--- config.mk ---
export PLATFORM = sky130hd
export DESIGN_NAME = sequence_detector_prog
export DESIGN_NICKNAME = d
export VERILOG_FILES = /design/src/rtl/sequence_detector_prog.sv
export SDC_FILE = /design/constraint.sdc
export NUM_CORES = 1
export LEC_CHECK = 0
export ABC_AREA = 1
export CAP_MARGIN = 40
export CORE_ASPECT_RATIO = 0.8
export CORE_MARGIN = 5
export CORE_UTILIZATION = 53
export DETAILED_ROUTE_END_ITERATION = 10
export PLACE_DENSITY = 0.79
export SYNTH_ARGS = -nofsm -noshare
export SYNTH_HDL_FRONTEND = slang
export SYNTH_SLANG_ARGS = --single-unit
--- constraint.sdc ---
create_clock -name clk -period 2.29 [get_ports clk]
set_clock_uncertainty 0.1 [all_clocks]
set_input_delay 0.458 -clock clk [delete_from_list [all_inputs] [get_ports clk]]
set_output_delay 0.458 -clock clk [all_outputs]
set_load 0.01 [all_outputs]
--- src/rtl/sequence_detector_prog.sv ---
// +--------------------------------------------------------------------------+
// | sequence_detector_prog: runtime-programmable serial pattern detector.    |
// | Revision 1.0 - initial release                                            |
// +--------------------------------------------------------------------------+
`default_nettype none

module sequence_detector_prog #(
  parameter int                 MAX_LEN         = 8,
  parameter int                 COUNT_W         = 8,
  parameter logic [MAX_LEN-1:0] DEFAULT_PATTERN = 'h06,
  parameter int                 DEFAULT_LEN     = 4,
  parameter int                 DEFAULT_OVERLAP = 0
) (
  input  logic                           clk,
  input  logic                           reset,
  input  logic                           en,
  input  logic                           data_in,
  input  logic                           cfg_load,
  input  logic [MAX_LEN-1:0]             pattern_in,
  input  logic [$clog2(MAX_LEN+1)-1:0]   len_in,
  input  logic                           overlap_in,
  input  logic                           count_clr,
  output logic                           detected,
  output logic [COUNT_W-1:0]             match_count,
  output logic                           cfg_err
);

  localparam int                 LEN_W     = $clog2(MAX_LEN + 1);
  localparam logic [LEN_W-1:0]   C_MAX_LEN = LEN_W'(MAX_LEN);
  localparam logic [LEN_W-1:0]   C_MIN_LEN = LEN_W'(2);
  localparam logic [LEN_W-1:0]   C_DEF_LEN = LEN_W'(DEFAULT_LEN);
  localparam logic [COUNT_W-1:0] C_CNT_MAX = {COUNT_W{1'b1}};

  logic [MAX_LEN-1:0] pattern_q;
  logic [LEN_W-1:0]   len_q;
  logic               overlap_q;
  // The oldest history bit shifts out before it is ever compared, so only
  // MAX_LEN-1 bits are stored; the full window is rebuilt with data_in.
  logic [MAX_LEN-2:0] hist_q;
  logic [LEN_W-1:0]   fill_q;

  logic [MAX_LEN-1:0] hist_next;
  logic [LEN_W-1:0]   fill_next;
  logic [MAX_LEN-1:0] len_mask;
  logic               cfg_ok;
  logic               match;
  logic               match_fire;

  always_comb begin
    len_mask = '0;
    for (int i = 0; i < MAX_LEN; i++) begin
      len_mask[i] = (i < int'(len_q));
    end
  end

  assign hist_next  = {hist_q, data_in};
  assign fill_next  = (fill_q == C_MAX_LEN) ? fill_q : fill_q + LEN_W'(1);
  assign cfg_ok     = (len_in >= C_MIN_LEN) && (len_in <= C_MAX_LEN);
  assign match      = (((hist_next ^ pattern_q) & len_mask) == '0) && (fill_next >= len_q);
  assign match_fire = en && !cfg_load && match;

  always_ff @(posedge clk) begin
    if (reset) begin
      pattern_q   <= DEFAULT_PATTERN;
      len_q       <= C_DEF_LEN;
      overlap_q   <= (DEFAULT_OVERLAP != 0);
      hist_q      <= '0;
      fill_q      <= '0;
      match_count <= '0;
      detected    <= 1'b0;
      cfg_err     <= 1'b0;
    end else begin
      detected <= 1'b0;
      cfg_err  <= 1'b0;

      // A load (accepted or not) consumes the edge; any en bit is dropped.
      if (cfg_load) begin
        if (cfg_ok) begin
          pattern_q <= pattern_in;
          len_q     <= len_in;
          overlap_q <= overlap_in;
          hist_q    <= '0;
          fill_q    <= '0;
        end else begin
          cfg_err <= 1'b1;
        end
      end else if (en) begin
        hist_q <= hist_next[MAX_LEN-2:0];
        if (match) begin
          detected <= 1'b1;
          fill_q   <= overlap_q ? fill_next : '0;
        end else begin
          fill_q   <= fill_next;
        end
      end

      if (count_clr) begin
        match_count <= '0;
      end else if (match_fire && (match_count != C_CNT_MAX)) begin
        match_count <= match_count + COUNT_W'(1);
      end
    end
  end

endmodule

`default_nettype wire

* Yosys cells after proc, flatten, opt, wreduce, memory -nomap -nowiden
Index checks and enable logic that the tools add are counted.
** Storage, ports and cells
- Bits of input ports :: 19
- Output and inout bits :: 10
- Register bits after elaboration :: 34
- Logic and storage cells :: 52
** Operators by class
- Equal/unequal tests :: 3
- Mux-type cells :: 11
- Reduce and logical (&&, ||, !) cells :: 13
- Bitwise logic cells :: 4
- Magnitude comparators :: 11
- Add/subtract/negate cells :: 2
** Operators with widths (count)
- $mux W4 :: 6
- $mux W7 :: 3
- $lt A3 B4 Y1 const A :: 4
- $add A8 B1 Y8 const B :: 1
- $and A8 B8 Y8 :: 1
- $logic_not A8 Y1 :: 1
- $lt A1 B4 Y1 const A :: 2
- $lt A2 B4 Y1 const A :: 2
- $ne A8 B8 Y1 const B :: 1
- $xor A8 B8 Y8 :: 1
- $logic_and A1 B1 Y1 :: 5
- $add A4 B1 Y4 const B :: 1
- $eq A4 B4 Y1 const B :: 1
- $ge A4 B2 Y1 const B :: 1
- $ge A4 B4 Y1 :: 1
- $le A4 B4 Y1 const B :: 1
- $reduce_and A2 Y1 :: 2
- $reduce_or A2 Y1 :: 2
- $reduce_or A3 Y1 :: 1
- $mux W1 :: 2
- $ne A2 B1 Y1 const B :: 1
- $not A1 Y1 :: 2
- $reduce_bool A2 Y1 :: 1
- $logic_not A1 Y1 :: 1

* Longest topological paths before layout
- Depth in word-level cells :: 7
- Mapped depth :: 15
- Mapped depth without buffers :: 15

* Worst setup path before layout
OpenSTA, ideal clock, no wires.
- Kind :: register to register
- Start point :: register fill_q[0]
- End point :: register fill_q[1]
- Data required time :: 2.120 ns
- Period minus slack after synthesis :: 2.115 ns
- Arrival :: 1.945 ns
- Path slack :: 0.175 ns
- Buffers on the path :: 0
- Stages on the path, launching flop included :: 14
- Setup time :: 0.070 ns
- Cell sequence :: dfxtp_1 -> inv_1 -> ha_1 -> nand3_1 -> xor2_1 -> inv_1 -> ha_1 -> nand2_1 -> nor2_1 -> nor2_1 -> nor2_8 -> nand2_1 -> nand3_1 -> a21oi_1
** On the way
- Cells in the longest elaborated chain, start to end :: 7
** Ends and longest elaborated chain
- start, declared :: line 40 : logic [LEN_W-1:0] fill_q;
- start signal, assigned :: line 91 : fill_q <= overlap_q ? fill_next : '0;
- start signal, assigned :: line 93 : fill_q <= fill_next;
- $add A4 B1 Y4 / $eq A4 B4 Y1 (equally long branches) :: line 57 : assign fill_next = (fill_q == C_MAX_LEN) ? fill_q : fill_q + LEN_W'(1);
- $mux W4 (*) :: line 57
- $ge A4 B4 Y1 :: line 59 : assign match = (((hist_next ^ pattern_q) & len_mask) == '0) && (fill_next >= len_q);
- $logic_and A1 B1 Y1 :: line 59
- $mux W4 (*) :: line 89 : if (match) begin
- $mux W4 (*) :: line 87 : end else if (en) begin
- $mux W4 (*) :: line 77 : if (cfg_load) begin
Mark *: on every way between the ends. The rest lies on a longest branch, timed or not. The select of a mux whose other input is x is not followed.
A chain may end at the register's enable or synchronous reset.

* Worst setup path in the final report
- Start point :: register fill_q[0]
- End point :: register match_count[0]
** On the way
- Cells in the longest elaborated chain, start to end :: 6
** Ends and longest elaborated chain
- $add A4 B1 Y4 / $eq A4 B4 Y1 (equally long branches) :: line 57
- $mux W4 (*) :: line 57
- $ge A4 B4 Y1 (*) :: line 59
- $logic_and A1 B1 Y1 (*) :: line 59
- $logic_and A1 B1 Y1 (*) :: line 60 : assign match_fire = en && !cfg_load && match;
- $logic_and A1 B1 Y1 (*) :: line 99 : end else if (match_fire && (match_count != C_CNT_MAX)) begin
- end signal, assigned :: line 100 : match_count <= match_count + COUNT_W'(1);
- end, declared :: line 24 : output logic [COUNT_W-1:0] match_count,
Mark *: on every way between the ends. The rest lies on a longest branch, timed or not.

==> impl_metrics.yaml <==
clock_tree:
  clock_insertion_delay_worst_skew_ns: 0.30
  cts_made_buffers: 5
  ctsHtreeMaxLevel: 2
  clockBufferDepth: 2
  clock_slew_at_the_register_clock_pins_of_the_worst_setup_and_hold_paths_ns: 0.07
  tritoncts_clock_tree: "yes"
  clk_root_buffer_cell: "sky130_fd_sc_hd__clkbuf_8"
  cts_num_sinks: 34
floorplanning:
  die_w_um: 75.2
  design.core.area_mm2: 0.00335
  initial_utilization: 0.538
  die_height_um: 62.2
  number_of_primary_i_o_pins: 29
  design.die.area_mm2: 0.00468
  num_rows: 19
critical_path:
  worst-path-max-fanout: 8
  timing.setup.critical_path_class: "register to register"
  critical_path.startpoint_type: "register"
  slowest_stage: "sky130_fd_sc_hd__dfxtp_2"
  timing.critical_path.mode_cell: "sky130_fd_sc_hd__inv_1"
  worst-endpoint-required_ns: 2.43
  series_of_cell_instances_along_the_critical_path: "inv_1 -> ha_2 -> nand3_2 -> xor2_2 -> inv_1 -> ha_1 -> inv_1 -> a21oi_1 -> o21ai_2 -> nor2_4 -> nor2_8 -> nand3_4 -> nand2_1 -> nand2_1 -> nor2_1"
  worst_path_dominant_cell_family: "simple AND/OR/NAND/NOR gates"
  cp_num_buf_inv: 3
  cp-end-kind: "register"
  worst-endpoint-arrival_ns: 2.30
  max_stage_delay_on_crit_path_ns: 0.36
synthesis:
  seq_area_frac_synth: 0.378
  mappedNetlistNets: 289
  synth-warning-count: 0
  ys_top_cells_by_area: "sky130_fd_sc_hd__dfxtp_1, sky130_fd_sc_hd__nand2_1, sky130_fd_sc_hd__a21oi_1"
  postSynthRegisterBits: 34
  synth_largest_type_area_fraction: 0.378
  yosys.area.top_type: "sky130_fd_sc_hd__dfxtp_1"
  cell_area_synth_mm2: 0.00180
  synth_area_per_cell_um2: 6.86
  synth_cell_types: 20
  postSynthCellCount: 263
sta:
  slew_viol_final: 0
  period_minus_slack_ns: 2.16
  setup_viol: 0
  worstMarginPinSlew_ns: 0.446
  maxSlewHeadroom: 0.702
  fin_crit_sh: 0.942
  worst_hold_slack_ns: 0.374
  final_worst_path_setup_slack_ns: 0.134
  achievable-frequency_ghz: 0.464
  hold_viol: 0
pwr:
  power.net_switching_w: 0.000363
  pwr-share-clk: 0.446
  comb_power_share: 0.136
  switching_share: 0.242
  power_frac_seq: 0.418
  power.static_leakage_nw: 1.01
  power.internal_w: 0.00114
  max-vdd-ir-drop_mv: 0.419
  cellPowerDensity_mw_per_mm2: 630
run_status:
  outcome: "finished, final reports clean"
placement:
  detailedPlace.worstSlack_ns: -0.00516
  placed_cells_incl_taps: 335
  hpwlAfterDp_um: 3170
  place.port_buffers: 28
  gp_routability_congestion: 0.848
routing:
  routed_via_density: 5.11
  route.detailed.drc: 0
  routed_wire_length_per_instance_um: 12.9
  ant_nets: 0
  drt_pass1_iterations: 4
  drt_iter0_markers: 162
  via_count: 1779
  totalWireLength_um: 4490
global_routing:
  global_route_wire_length_before_repair_um: 7590
  antenna_found_initial: 0
  globalRoute.totalOverflow: 0
  first_global_vias: 1672
  grt_total_usage: 0.211
  grt_max_degree: 21
cells_and_area:
  final_layout_size_suffix_gt1_frac: 0.141
  net_count_final: 331
  areaGrowthSynthToFinish_pct: 32.3
  fin_cells: 348
  num_antenna_cells: 0
worst_hold_path:
  hold_path_class: "register to register"
job:
  max_cap_violations: 0
## area by class of cell
type	instances	area (µm²)
inverter	37	139
clock inverter	3	68.8
clock buffer	5	68.8
fill	272	966
sequential	34	683
tap	42	52.6
timing repair buffer	41	378
multi-input combinational	186	996
## flip-flops by register name, indices dropped and copies added (netlist names)
register	cells
fill_q	4
detected	1
hist_q	7
overlap_q	1
len_q	4
cfg_err	1
pattern_q	8
match_count	8
## routing by layer
| layer | global-route usage | up-vias | routed length, µm |
|---|---|---|---|
| li1 | - | 922 | - |
| met5 | 0 | - | 0 |
| met1 | 0.304 | 785 | 2090 |
| met4 | 0.0852 | 0 | 103 |
| met3 | 0.0597 | 12 | 316 |
| met2 | 0.292 | 60 | 1980 |
## power groups by stage
stage	Sequential, W	Combinational, W	Clock (W)
CTS	0.000628	0.000195	0.000673
floorplan	0.000638	0.000114	0
global placement	0.000640	0.000184	0
detailed placement	0.000641	0.000188	0
finish	0.000629	0.000204	0.000670
global route	0.000631	0.000232	0.000705
## cells in the mapped netlist (all sizes together)
library cell and count:
nor2 21, nand3 17, clkbuf 3, a21oi 31
xnor2 2, nand4 8, inv 37, xor2 5
o21ai 15, nand2 79, dfxtp 34, ha 7
buf 4
## worst reg2reg max path, cell delays in order, from the launching register on
cell and delay [ns]:
sky130_fd_sc_hd__dfxtp_2 0.36, sky130_fd_sc_hd__inv_1 0.05, sky130_fd_sc_hd__ha_2 0.18, sky130_fd_sc_hd__nand3_2 0.09, sky130_fd_sc_hd__xor2_2 0.17, sky130_fd_sc_hd__inv_1 0.07
sky130_fd_sc_hd__ha_1 0.18, sky130_fd_sc_hd__inv_1 0.05, sky130_fd_sc_hd__a21oi_1 0.07, sky130_fd_sc_hd__o21ai_2 0.19, sky130_fd_sc_hd__nor2_4 0.08, sky130_fd_sc_hd__nor2_8 0.15
sky130_fd_sc_hd__nand3_4 0.13, sky130_fd_sc_hd__nand2_1 0.11, sky130_fd_sc_hd__nand2_1 0.05, sky130_fd_sc_hd__nor2_1 0.09
## through the flow
stage / utilization / total power (W) / TNS (ns) / instance area [µm²]
after floorplan: - / 0.000753 / 0 / 1800
after global placement: 0.648 / 0.000825 / 0 / 2170
after detailed placement: 0.648 / 0.000829 / -0.0113 / 2170
after CTS: 0.699 / 0.00150 / 0 / 2340
after global routing: 0.712 / 0.00157 / -0.0167 / 2390
final: 0.712 / 0.00150 / 0 / 2390
## timing repair
item,CTS,global route
setup buffers,4,1
hold buffers,0,0
pin swaps,2,5
endpoints found under the setup margin,9,13
cloned,0,1
gates resized for setup,1,11
## worst paths after layout
check / start / endpoint / slack [ns] / depth (start not counted)
worst min-delay path: pattern_q[3]$_SDFFE_PP0P_ / pattern_q[3]$_SDFFE_PP0P_ / 0.37 / 2
worst max register to register: fill_q[0]$_SDFFE_PP0P_ / match_count[0]$_SDFFE_PP0P_ / 0.13 / 15
worst min register to register: pattern_q[3]$_SDFFE_PP0P_ / pattern_q[3]$_SDFFE_PP0P_ / 0.37 / 2
worst max-delay path: fill_q[0]$_SDFFE_PP0P_ / match_count[0]$_SDFFE_PP0P_ / 0.13 / 15
## layout by cell type, fill, tap and decap left out, drive strengths merged
master	synthesis	layout
dfxtp	34	34
buf	4	13
a21oi	31	31
xnor2	2	2
clkdlybuf4s50	0	28
o21ai	15	15
inv	37	37
nand2	79	79
nand3	17	17
nor2	21	22
xor2	5	5
clkbuf	3	5
nand4	8	8
bufinv	0	2
ha	7	7
clkinv	0	1
## logic make-up after synthesis
logic type,after synthesis,share of synthesized area
AO/OA/AOI/OAI,46,0.128
XOR/XNOR,7,0.0340
adder cells (fa/ha/maj),7,0.0486
buffers and inverters,44,0.0937
flip-flops,34,0.378
AND/OR/NAND/NOR,125,0.319
(Power assumes the default switching activity.)
